**src/rtl/monitorizacion_bateria.sv**
```systemverilog
// Dual-battery charge monitor: per-battery low-charge warnings plus a
// debounced one-hot health class derived from the combined charge.
module monitorizacion_bateria #(
  parameter int unsigned WARN_LEVEL    = 4,
  parameter int unsigned TH_REGULAR    = 8,
  parameter int unsigned TH_ACEPTABLE  = 16,
  parameter int unsigned TH_OPTIMO     = 24,
  parameter int unsigned STABLE_CYCLES = 2
) (
  input  logic       clk,
  input  logic       rst,
  input  logic [3:0] carga_bateria1,
  input  logic [3:0] carga_bateria2,
  output logic       advertencia_bateria_1,
  output logic       advertencia_bateria_2,
  output logic       optimo,
  output logic       aceptable,
  output logic       regular,
  output logic       critico
);

  localparam int unsigned CARGA_W = 4;
  localparam int unsigned SUMA_W  = 5;
  localparam int unsigned CNT_W   = 4;
  localparam int unsigned CLASE_W = 4;

  // One-hot class encoding: {optimo, aceptable, regular, critico}
  localparam logic [CLASE_W-1:0] CLASE_OPTIMO    = 4'b1000;
  localparam logic [CLASE_W-1:0] CLASE_ACEPTABLE = 4'b0100;
  localparam logic [CLASE_W-1:0] CLASE_REGULAR   = 4'b0010;
  localparam logic [CLASE_W-1:0] CLASE_CRITICO   = 4'b0001;

  logic [SUMA_W-1:0]  w_suma;
  logic [CLASE_W-1:0] w_candidato;
  logic [CNT_W-1:0]   w_cnt_nxt;
  logic               w_confirmar;

  logic               r_adv1;
  logic               r_adv2;
  logic [CLASE_W-1:0] r_pendiente;
  logic [CNT_W-1:0]   r_cnt;
  logic [CLASE_W-1:0] r_clase;

  // Combined charge, widened so 15+15 cannot overflow
  assign w_suma = SUMA_W'(carga_bateria1) + SUMA_W'(carga_bateria2);

  // Candidate class from the combined charge thresholds
  always_comb begin
    w_candidato = CLASE_CRITICO;
    if (w_suma >= SUMA_W'(TH_OPTIMO)) begin
      w_candidato = CLASE_OPTIMO;
    end else if (w_suma >= SUMA_W'(TH_ACEPTABLE)) begin
      w_candidato = CLASE_ACEPTABLE;
    end else if (w_suma >= SUMA_W'(TH_REGULAR)) begin
      w_candidato = CLASE_REGULAR;
    end
  end

  // Run length of the candidate after this edge; commit once it reaches the target
  always_comb begin
    w_cnt_nxt = CNT_W'(1);
    if (w_candidato == r_pendiente) begin
      if (r_cnt >= CNT_W'(STABLE_CYCLES)) begin
        w_cnt_nxt = r_cnt;
      end else begin
        w_cnt_nxt = r_cnt + CNT_W'(1);
      end
    end
    w_confirmar = (w_cnt_nxt >= CNT_W'(STABLE_CYCLES));
  end

  // Low-charge warnings, one cycle latency, no filtering
  always_ff @(posedge clk or posedge rst) begin
    if (rst) begin
      r_adv1 <= 1'b1;
      r_adv2 <= 1'b1;
    end else begin
      r_adv1 <= (carga_bateria1 < CARGA_W'(WARN_LEVEL));
      r_adv2 <= (carga_bateria2 < CARGA_W'(WARN_LEVEL));
    end
  end

  // Stability filter: track pending class and its run length, commit when stable
  always_ff @(posedge clk or posedge rst) begin
    if (rst) begin
      r_pendiente <= CLASE_CRITICO;
      r_cnt       <= '0;
      r_clase     <= CLASE_CRITICO;
    end else begin
      r_pendiente <= w_candidato;
      r_cnt       <= w_cnt_nxt;
      if (w_confirmar) begin
        r_clase <= w_candidato;
      end
    end
  end

  assign advertencia_bateria_1 = r_adv1;
  assign advertencia_bateria_2 = r_adv2;
  assign optimo    = r_clase[3];
  assign aceptable = r_clase[2];
  assign regular   = r_clase[1];
  assign critico   = r_clase[0];

endmodule

```
**config.mk**
```make
export PLATFORM = sky130hd
export DESIGN_NAME = monitorizacion_bateria
export DESIGN_NICKNAME = d
export VERILOG_FILES = /design/src/rtl/monitorizacion_bateria.sv
export SDC_FILE = /design/constraint.sdc
export NUM_CORES = 1
export LEC_CHECK = 0
export CAP_MARGIN = 20
export CORE_UTILIZATION = 40
export DETAILED_ROUTE_END_ITERATION = 8
export PLACE_DENSITY_LB_ADDON = 0.05
export SYNTH_ARGS = -nofsm -noshare
export SYNTH_HDL_FRONTEND = slang
export SYNTH_SLANG_ARGS = --single-unit
```
**constraint.sdc**
```tcl
create_clock -name clk -period 2.13 [get_ports clk]
set_input_delay 0.426 -clock clk [delete_from_list [all_inputs] [get_ports clk]]
set_output_delay 0.426 -clock clk [all_outputs]
set_load 0.005 [all_outputs]
```
==> results.py, run 1 <==
metrics = {
    "min_path": {
        "worstHoldPathCells": 2,
        "worstHoldPathType": "in -> reg",
        "hold_path_end": "advertencia_bateria_2$_DFF_PP1_",
        "hold_start": "carga_bateria2[3]",
    },
    "critical_path": {
        "cp.arrival_ns": 2.21,
        "crit_slowest_cell": "a221oi_2",
        "path_max_fanout": 4,
        "critPathLaunchType": "input port",
        "worstSetupPathType": "in -> reg",
        "crit_required_ns": 2.29,
        "ff2ff_setup_slack_ns": 0.10,
        "r2r_cells": 6,
        "r2r_start": "r_pendiente[3]$_DFF_PP0_",
        "cp_cell_sequence": "buf_2, ha_4, nand4_1, a221oi_2, a311oi_2, a221oi_4, o41ai_4, mux2_4",
        "r2r_end": "r_clase[2]$_DFFE_PP0P_",
        "critPathMaxStageDelay_ns": 0.34,
        "cp-end-kind": "register",
    },
    "drt": {
        "drt_wl_total_um": 1400,
        "firstDrtPassIters": 4,
        "viasPerCell": 4.94,
        "drt_iter0_drc": 9,
        "ant_nets": 0,
        "vias": 568,
        "route.detailed.drc": 0,
        "wire_per_inst_um": 12.1,
    },
    "synthesis": {
        "synth_top_cells_by_area": "dfrtp_1, dfstp_2, ha_1, mux2_4, a221oi_4",
        "async_reset_ff_share_pct": 100,
        "ys_ff_latch": 14,
        "synth_edf_count": 0,
        "netlist_area_um2": 751,
        "synthesis.nets": 78,
        "yosysUniqueCellTypes": 25,
        "yosys.area.top_type": "dfrtp_1",
        "yosysWarningCount": 0,
        "synth-main-ff-cell": "dfrtp_1",
        "yosysTopAreaCellShare_pct": 33.3,
        "seq_area_frac_synth_pct": 47.3,
        "syn_avg_cell_area_um2": 11.9,
        "synth_cells": 63,
    },
    "sta": {
        "period_share_pct": 96.3,
        "finClkSkew_ns": 0.00917,
        "maxSlewViolCount": 0,
        "fin_crit_ns": 2.05,
        "fin_setup_tns_ns": 0,
        "max_freq_mhz": 488,
        "max_slew_margin_pct": 66.8,
        "setup_ws_ns": 0.0790,
        "grt_setup_unrepaired": "no",
        "setup_viol": 0,
        "worst_pin_slew_ns": 0.498,
        "finalHoldViolations": 0,
        "hold_slack_ns": 0.290,
    },
    "global_route": {
        "grt_pass1_vias": 515,
        "antenna_found_initial": 0,
        "grt-ovfl-total": 0,
        "grt_max_degree": 15,
        "grtUsageTotal_pct": 15.6,
        "grt_pass1_wl_um": 2230,
    },
    "power_and_ir_drop": {
        "max-vdd-ir-drop_uv": 792,
        "p_leak_nw": 0.500,
        "p_per_area_mw_per_mm2": 892,
        "fin_total_pwr_mw": 0.955,
    },
    "cts": {
        "htreeDepth": 1,
        "clock-sinks": 14,
        "clk-insertion-delay-late_ns": 0.28,
        "path_clk_slew_ns": 0.09,
        "clockBufferDepth": 2,
        "numCtsBuffers": 3,
        "cts_tree": "done",
        "hold_buffers": 0,
        "cts_root_buf": "clkbuf_4",
    },
    "die": {
        "top_level_ports": 16,
        "dieArea_mm2": 0.00205,
        "core_mm2": 0.00175,
        "die_y_um": 45.3,
        "placementRows": 15,
        "initial_utilization_pct": 43.0,
        "die_w_um": 45.3,
    },
    "placement": {
        "dp_hpwl_um": 1110,
        "port_buffers": 15,
        "place_ws_ns": -0.639,
        "dpl.cell_count": 110,
        "place_area_mm2": 0.00104,
        "place_congestion": 0.860,
    },
    "final_layout": {
        "fill_cells": 163,
        "post-route-util_pct": 61.3,
        "design_area_mm2": 0.00107,
        "layout.nets": 106,
        "layout-drive-gt1-share_pct": 42.2,
        "stdcell_count": 115,
        "area_delta_synth_final_pct": 42.5,
        "diodes": 0,
    },
    "job": {
        "drv_cap": 0,
    },
    "run_status": {
        "outcome": "finished, final reports clean",
    },
}
logic make-up after synthesis:
group                      synth area share (%)
AOI/OAI and AO/OA                          14.8
xor gates and xnor gates                   2.33
adders and majority gates                  8.33
buffers and inverters                      3.00
DFF                                        47.3
muxes                                      9.33
and+or+nand+nor                            14.8
what timing repair did:
action                                  in CTS  in global routing
setup buffers                                0                  1
gates resized for setup                     20                  6
gates cloned                                 0                  0
pin swaps                                    9                  5
endpoints found under the setup margin       8                  4
layout make-up:
type	instances	area, µm²	share of cell area, %
multi-input cells	43	439	41.1
flip-flops and latches	14	355	33.2
repair buffers	23	185	17.3
clock buffers	4	36.3	3.39
well taps	25	31.3	2.92
inverters	6	22.5	2.11
report_power, final:
group | switching (mW) | internal [mW] | total, mW
clock network | 0.0836 | 0.104 | 0.188
logic | 0.143 | 0.237 | 0.379
registers | 0.0518 | 0.336 | 0.388
worst max-delay path by stage:
stage | startpoint | endpoint
2_1_floorplan | carga_bateria1[3] | r_clase[1]$_DFFE_PP0P_
3_3_place_gp | carga_bateria1[2] | r_clase[2]$_DFFE_PP0P_
3_5_place_dp | carga_bateria1[2] | r_clase[2]$_DFFE_PP0P_
4_1_cts | carga_bateria2[2] | r_clase[1]$_DFFE_PP0P_
5_1_grt | carga_bateria1[2] | r_clase[2]$_DFFE_PP0P_
6_report | carga_bateria1[2] | r_clase[2]$_DFFE_PP0P_
placed cells by master (no fill, tap or decap), types with 2 or more instances in the layout:
cell type,Yosys,routed
dfrtp_1,10,10
clkbuf_2,0,2
ha_4,0,2
buf_4,0,8
mux2_4,4,4
inv_1,6,6
dlymetal6s2s_1,0,2
a21oi_1,4,2
xnor2_1,2,2
and3_1,2,2
o21a_1,2,2
clkdlybuf4s50_1,0,7
clkbuf_4,0,3
dfstp_2,4,4
buf_2,0,4
nand3b_1,2,2
nor4_1,3,3
nor2_1,5,5
ha_1,5,3
per-layer routing:
metal | global-route usage (%) | vias to the layer above | share of wire (%)
met3 | 7.20 | 2 | 3.9
met2 | 24.3 | 13 | 48
met4 | 1.82 | 0 | 0.86
met5 | 0 | - | 0
li1 | - | 286 | -
met1 | 20.6 | 267 | 47
state kept, by name (all words and copies together) (netlist names):
| name | cells |
|---|---|
| r_clase | 4 |
| advertencia_bateria_1 | 1 |
| advertencia_bateria_2 | 1 |
| r_pendiente | 4 |
| r_cnt | 4 |
critical path, delay by kind of cell:
family | cells | cell delay [ns]
compound gates | 4 | 0.86
mux | 1 | 0.33
buf+inv | 1 | 0.12
simple gates | 1 | 0.20
fa+ha+maj | 1 | 0.27
Yosys cell counts (2+ instances only):
master	number
inv_1	6
xnor2_1	2
a21oi_1	4
mux2_4	4
dfstp_2	4
dfrtp_1	10
nor2_1	5
and2_1	2
and3_1	2
o21a_1	2
nor4_1	3
ha_1	5
nand3b_1	2
Power figures use the tool's default switching activity.
==> run 2: changes to the inputs <==
--- a/config.mk
+++ b/config.mk
@@ -9,6 +9,7 @@
 export CORE_UTILIZATION = 40
 export DETAILED_ROUTE_END_ITERATION = 8
 export PLACE_DENSITY_LB_ADDON = 0.05
+export SLEW_MARGIN = 40
 export SYNTH_ARGS = -nofsm -noshare
 export SYNTH_HDL_FRONTEND = slang
 export SYNTH_SLANG_ARGS = --single-unit
==> results of run 2 <==
Same layout as run 1: the final DEF is identical, and so are final timing and power.
